### src/rtl/reg_file_mp.sv
// Multi-ported register file: two write ports, NUM_RD combinational read
// ports, and the top register serving as an auto-incrementing PC.
module reg_file_mp #(
    parameter int DATA_W       = 32,
    parameter int NUM_REGS     = 16,
    parameter int ADDR_W       = 4,
    parameter int NUM_RD       = 3,
    parameter int PC_STEP      = 4,
    parameter int PC_RD_OFFSET = 8,
    parameter int RESET_PC     = 0,
    parameter int BYPASS       = 1
) (
    input  logic                     clk,
    input  logic                     reset,
    input  logic                     wa_en,
    input  logic [ADDR_W-1:0]        wa_addr,
    input  logic [DATA_W-1:0]        wa_data,
    input  logic                     wb_en,
    input  logic [ADDR_W-1:0]        wb_addr,
    input  logic [DATA_W-1:0]        wb_data,
    input  logic [NUM_RD*ADDR_W-1:0] rd_addr,
    output logic [NUM_RD*DATA_W-1:0] rd_data,
    input  logic                     pc_inc,
    output logic [DATA_W-1:0]        pc,
    output logic                     conflict
);

    localparam int                PC_IDX  = NUM_REGS - 1;
    localparam logic [ADDR_W-1:0] PC_ADDR = ADDR_W'(PC_IDX);
    localparam logic [DATA_W-1:0] RD_OFF  = DATA_W'(PC_RD_OFFSET);
    localparam logic [DATA_W-1:0] STEP    = DATA_W'(PC_STEP);

    logic [DATA_W-1:0] gpr_q [PC_IDX];
    logic [DATA_W-1:0] pc_q, pc_d;
    logic              conflict_q, conflict_d;
    logic              wa_ok, wb_ok;

    assign wa_ok = wa_en && (32'(wa_addr) < NUM_REGS);
    assign wb_ok = wb_en && (32'(wb_addr) < NUM_REGS);

    assign conflict_d = wa_ok && wb_ok && (wa_addr == wb_addr);

    always_comb begin
        pc_d = pc_q;
        if (wa_ok && wa_addr == PC_ADDR)
            pc_d = wa_data;
        else if (wb_ok && wb_addr == PC_ADDR)
            pc_d = wb_data;
        else if (pc_inc)
            pc_d = pc_q + STEP;
    end

    // Port A wins over port B on a same-address collision.
    always_ff @(posedge clk or negedge reset) begin
        if (!reset) begin
            for (int i = 0; i < PC_IDX; i++)
                gpr_q[i] <= '0;
            pc_q       <= DATA_W'(RESET_PC);
            conflict_q <= 1'b0;
        end else begin
            for (int i = 0; i < PC_IDX; i++) begin
                if (wa_ok && wa_addr == ADDR_W'(i))
                    gpr_q[i] <= wa_data;
                else if (wb_ok && wb_addr == ADDR_W'(i))
                    gpr_q[i] <= wb_data;
            end
            pc_q       <= pc_d;
            conflict_q <= conflict_d;
        end
    end

    // Writes are inert in reset, so forwarding is suppressed there too.
    always_comb begin
        rd_data = '0;
        for (int p = 0; p < NUM_RD; p++) begin
            logic [ADDR_W-1:0] a;
            logic [DATA_W-1:0] v;
            a = rd_addr[p*ADDR_W +: ADDR_W];
            v = '0;
            for (int i = 0; i < PC_IDX; i++)
                if (a == ADDR_W'(i))
                    v = gpr_q[i];
            if (a == PC_ADDR)
                v = pc_q + RD_OFF;
            if (BYPASS != 0 && reset) begin
                if (wa_ok && wa_addr == a)
                    v = (a == PC_ADDR) ? wa_data + RD_OFF : wa_data;
                else if (wb_ok && wb_addr == a)
                    v = (a == PC_ADDR) ? wb_data + RD_OFF : wb_data;
            end
            rd_data[p*DATA_W +: DATA_W] = v;
        end
    end

    assign pc       = pc_q;
    assign conflict = conflict_q;

endmodule

### config.mk
export PLATFORM = sky130hd
export DESIGN_NAME = reg_file_mp
export DESIGN_NICKNAME = d
export VERILOG_FILES = /design/src/rtl/reg_file_mp.sv
export SDC_FILE = /design/constraint.sdc
export NUM_CORES = 2
export LEC_CHECK = 0
export BUFFER_PORTS_ARGS = -buffer_cell sky130_fd_sc_hd__buf_4
export CAP_MARGIN = 20
export CORE_MARGIN = 1
export CORE_UTILIZATION = 60
export DETAILED_ROUTE_END_ITERATION = 7
export HOLD_SLACK_MARGIN = 0.06
export PLACE_DENSITY = 0.75
export RECOVER_POWER = 100
export SLEW_MARGIN = 10
export SYNTH_ARGS = -nofsm -noshare
export SYNTH_HDL_FRONTEND = slang
export SYNTH_SLANG_ARGS = --single-unit
### constraint.sdc
create_clock -name clk -period 2.5 [get_ports clk]
set_input_delay 0.125 -clock clk [delete_from_list [all_inputs] [get_ports clk]]
set_output_delay 0.125 -clock clk [all_outputs]
set_load 0.01 [all_outputs]
==> results of run 1 <==
[stage by stage]
step / hold WS [ns] / util / cell area, um2
floorplan: -0.171 / - / 44600
global placement: -0.00165 / 0.740 / 54200
detailed placement: -0.00183 / 0.740 / 54200
CTS: 0.0609 / 0.801 / 58700
[synthesized netlist by cell type, types with 36 or more instances]
cell,count,share of area
mux2i_1,621,0.14
nor2_1,606,0.051
a21oi_1,599,0.067
nand2_1,534,0.045
dfrtp_1,513,0.29
o21ai_0,497,0.056
clkbuf_1,380,0.032
buf_2,180,0.020
o22ai_1,141,0.020
xor2_1,133,0.026
nand3_1,119,0.013
xnor2_1,109,0.021
a22oi_1,89,0.015
o221ai_1,78,0.015
mux2_2,65,0.016
a211oi_1,56,0.0094
mux4_2,51,0.026
a221oi_1,49,0.0096
nand4_1,45,0.0063
nor3_1,44,0.0049
o211ai_1,43,0.0072
buf_1,40,0.0034
a31oi_1,38,0.0053
nor2b_1,36,0.0051
[timing repair]
action / in CTS
setup buffers: 51
endpoints found under the hold margin: 603
gates resized for setup: 369
setup endpoints to repair: 101
hold buffers: 57
pin swaps: 155
[routing by layer]
| layer | global-route usage | GRT overflow |
|---|---|---|
| met1 | 0.857 | 3 |
| met2 | 0.940 | 68 |
| met3 | 0.726 | 8 |
| met4 | 0.772 | 83 |
| met5 | 0.404 | 1 |
[kinds of logic after synthesis]
kind of cell | Yosys count
xor gates and xnor gates | 242
muxes | 737
adders and majority gates | 4
DFF | 513
and+or+nand+nor | 1567
buffers and inverters | 668
AOI/OAI and AO/OA | 1870
==> flow_metrics.py, run 1 <==
metrics = {
    "outcome": {
        "outcome": "stopped before the end",
        "stop_stage": "global routing (5_1_grt)",
        "error_message": "[ERROR GRT-0116] Global routing finished with congestion. Check the congestion regions in the DRC Viewer.",
    },
    "synth": {
        "synthCells": 5601,
        "synth_seq_area_share": 0.288,
        "synth_compound_area_frac": 0.260,
        "avgSynthCellArea_um2": 7.96,
        "synthArstFlopShare": 1.00,
        "ys.warnings.count": 0,
        "yosys.area_share.simple": 0.157,
        "synth_xor_area_frac": 0.0476,
        "synth_edf_count": 0,
        "synth_top_family_by_area": "compound AO/OA/AOI/OAI gates",
        "synthMuxAreaShare": 0.182,
        "synth_area_um2": 44600,
        "synthDistinctLibCells": 87,
        "yosys_register_bits": 513,
        "synthAdderAreaFrac": 0.00112,
        "ys.flop_type": "dfrtp_1",
        "syn-num-nets": 5694,
    },
    "floorplanning": {
        "die_w_um": 275,
        "core.rowCount": 99,
        "die_h_um": 275,
        "pin_count": 218,
        "start_util": 0.609,
    },
    "placement": {
        "numPortBuffers": 217,
        "dp_cells": 7229,
        "dp_slack_ns": -0.613,
        "place.gp.congestion": 1.31,
        "dp_hpwl_um": 201000,
    },
    "global_route": {
        "grt_pass1_wl_um": 451000,
        "grt_pass1_vias": 62300,
        "grt_max_degree": 121,
        "gr-total-overflow": 163,
        "grtUsageTotal": 0.828,
    },
    "clock_tree": {
        "cts_buffers": 57,
        "cts.sinks": 513,
        "htree_num_levels": 2,
        "cts-root-buf": "clkbuf_16",
        "clk_path_buf_depth": 3,
    },
}
==> inputs of run 2 (changes only) <==
Settings changed: CORE_UTILIZATION 60 to 40, HOLD_SLACK_MARGIN 0.06 to default, PLACE_DENSITY 0.75 to default, PLACE_DENSITY_LB_ADDON from default to 0.15.
==> run 2 against run 1 <==
The flow now finishes, with violations (DRC, capacitance limit, slew limit, setup timing). Synthesized cell count unchanged. Area after synthesis stayed put.
==> flow_metrics.py, run 2 <==
metrics = {
    "critical_path": {
        "start_kind": "input pin",
        "path_cells": "buf_8, clkbuf_1, clkbuf_1, dlygate4sd3_1, buf_4, a221o_1, buf_6",
        "max_stage_delay_ns": 1.23,
        "crit_buf_inv": 6,
        "worstPathArrival_ns": 3.38,
        "cp-end-kind": "output port",
        "path_common_cell": "clkbuf_1",
        "crit_slowest_cell": "dlygate4sd3_1",
        "critPathRequiredTime_ns": 2.38,
        "critPathTopFamily": "buffers and inverters",
        "cp_max_fo": 22,
        "critical_path_class": "in -> out",
    },
    "placement": {
        "numPortBuffers": 217,
        "place_area_um2": 56900,
        "place.gp.congestion": 1.13,
        "dp_hpwl_um": 242000,
    },
    "global_route": {
        "grt_util_met1": 0.689,
        "grt_busiest_layer": "met2",
        "grtUsageMet3": 0.195,
        "grt_pass1_vias": 53500,
        "antenna_found_initial": 16,
        "grtUsageTotal": 0.565,
        "grt_util_met2": 0.802,
        "grt_pass1_wl_um": 443000,
        "grt_max_degree": 138,
        "gr-total-overflow": 0,
    },
    "sta": {
        "max_slew_margin": -0.331,
        "layout_setup_ws_ns": -1.01,
        "report.final.slew_viol_count": 331,
        "clock.fmax_mhz": 285,
        "tns_ns": -169.29,
        "finClkSkew_ns": 0.0411,
        "rsz0062_at_grt": "yes",
        "min_period_ns": 3.51,
        "hold_viol_final": 0,
        "tightest_slew_ns": 2.00,
        "period_share": 1.40,
        "setup_violations": 539,
    },
    "synth": {
        "yosysMostFrequentCell": "mux2i_1",
        "synthDistinctLibCells": 87,
        "yosys_register_bits": 513,
        "ys.flop_type": "dfrtp_1",
        "synth_seq_area_share": 0.288,
        "synth_area_leaders": "dfrtp_1, mux2i_1, a21oi_1, o21ai_0, nor2_1",
        "synth_area_um2": 44600,
        "synth_commonest_cells": "mux2i_1, nor2_1, a21oi_1",
        "synth_xor_area_frac": 0.0476,
        "synth_edf_count": 0,
        "synthCells": 5601,
        "yosys.area_share.simple": 0.157,
        "synth_top_cell_by_area": "dfrtp_1",
        "yosysTopAreaCellShare": 0.288,
        "avgSynthCellArea_um2": 7.96,
        "synthArstFlopShare": 1.00,
        "synthAdderAreaFrac": 0.00112,
        "syn-num-nets": 5694,
        "synthMuxAreaShare": 0.182,
        "synth_compound_area_frac": 0.260,
        "ys.warnings.count": 0,
        "synth_top_family_by_area": "compound AO/OA/AOI/OAI gates",
    },
    "floorplanning": {
        "die_w_um": 336,
        "core_area_um2": 111000,
        "core.rowCount": 122,
        "pin_count": 218,
        "start_util": 0.403,
        "die_h_um": 336,
        "die_area_um2": 113000,
    },
    "final_layout": {
        "utilization": 0.567,
        "mostFrequentLayoutCells": "buf_4, mux2i_1, nor2_1",
        "largest_reg_flops": 480,
        "layout.nets": 6703,
        "syn_to_final_growth_pct": 40.6,
        "final_area_um2": 62700,
        "drive_above_1_share": 0.329,
        "final_common_cell": "buf_4",
        "regMostFlops": "gpr_q",
    },
    "run": {
        "drv_cap": 9,
    },
    "clock_tree": {
        "cts_buffers": 68,
        "clk_pin_slew_worst_paths_ns": 0.06,
        "cts.sinks": 513,
        "cts_tree": "done",
        "htree_num_levels": 3,
        "clk_path_buf_depth": 3,
        "insertion_delay_ns": 0.71,
        "cts-root-buf": "clkbuf_16",
    },
    "pwr": {
        "p_per_area_nw_per_um2": 692,
        "power_leakage_nw": 26.2,
        "ir_drop_mv": 0.856,
        "p_total_mw": 43.4,
    },
    "drt": {
        "vias": 57300,
        "wl_per_cell_um": 40.0,
        "route.detailed.drc": 2,
        "vias_per_cell": 7.03,
        "drt_iter0_drc": 9494,
        "dr.pass1.iters": 8,
        "detail-route-antenna-nets": 0,
        "routed_wl_um": 326000,
    },
    "hold_path": {
        "worstHoldPathType": "in -> reg",
    },
    "outcome": {
        "violations": "DRC, capacitance limit, slew limit, setup timing",
        "outcome": "finished, violations left",
    },
}
[run 2: cell counts after synthesis]
Identical to the previous run, type by type.
[run 2: stage by stage]
step | setup slack, ns | hold WS [ns] | instances
floorplan | 0.139 | -0.171 | 5601
global placement | -0.776 | -0.00753 | 7948
detailed placement | -0.766 | -0.00902 | 7948
CTS | -0.758 | 0.00597 | 8128
global route | -0.916 | 0.0223 | 8150
finish | -1.01 | 0.00611 | 8163
[run 2: cell families after synthesis]
family | count (synthesis)
AO/OA/AOI/OAI | 1870
XOR/XNOR | 242
adder cells (fa/ha/maj) | 4
buffers and inverters | 668
flip-flops | 513
multiplexers | 737
AND/OR/NAND/NOR | 1567
[run 2: tightest hold or removal path, stage by stage]
cell and delay [ns]:
buf_4 0.11, buf_4 0.24, nand2_1 0.10, o21ai_0 0.07
[run 2: area by class of cell]
class                   instances  area (um2)
diodes                         15        37.5
clock buffers                  91        1920
clock inverters                29         405
fillers                     10500       47900
inverters                      34         129
multi-input cells            4420       31900
flip-flops and latches        513       12900
well taps                    1488        1860
repair buffers               1573       13600
[run 2: final timing paths]
check                                      start                     end  slack (ns)  cells after the start
min in group asynchronous                  reset   gpr_q[10]$_DFFE_PN0P_        1.00                      4
max reg2reg                    pc[3]$_DFFE_PN0P_      pc[30]$_DFFE_PN0P_       -0.39                     12
max                                        reset             rd_data[54]       -1.01                      7
min                                  wa_data[23]   gpr_q[87]$_DFFE_PN0P_       0.006                      4
max in group asynchronous                  reset  gpr_q[209]$_DFFE_PN0P_       -0.73                      6
min reg2reg                gpr_q[44]$_DFFE_PN0P_   gpr_q[44]$_DFFE_PN0P_        0.58                      2
[run 2: timing repair]
action	4_1_cts	5_1_grt
cloned	0	0
resized for setup	532	148
pin swaps	203	147
buffers inserted	56	27
setup endpoints to repair	96	104
hold buffers	35	0
endpoints found under the hold margin	343	0
[run 2: where the power goes]
| part | switching, mW | leakage (nW) | internal [mW] |
|---|---|---|---|
| logic | 10.7 | 19.0 | 8.24 |
| registers | 3.18 | 6.04 | 10.5 |
| clock network | 4.55 | 1.14 | 6.24 |
| total | 18.4 | 26.2 | 24.9 |
[run 2: metal layers]
metal / part of all wire / vias to the layer above / wire [um]
met5: 0.00036 / - / 116
met4: 0.11 / 12 / 35500
met3: 0.14 / 1656 / 44500
met2: 0.40 / 5240 / 130000
met1: 0.36 / 27800 / 116000
li1: - / 22600 / -
Note: power is estimated with default switching activity, not from simulation.
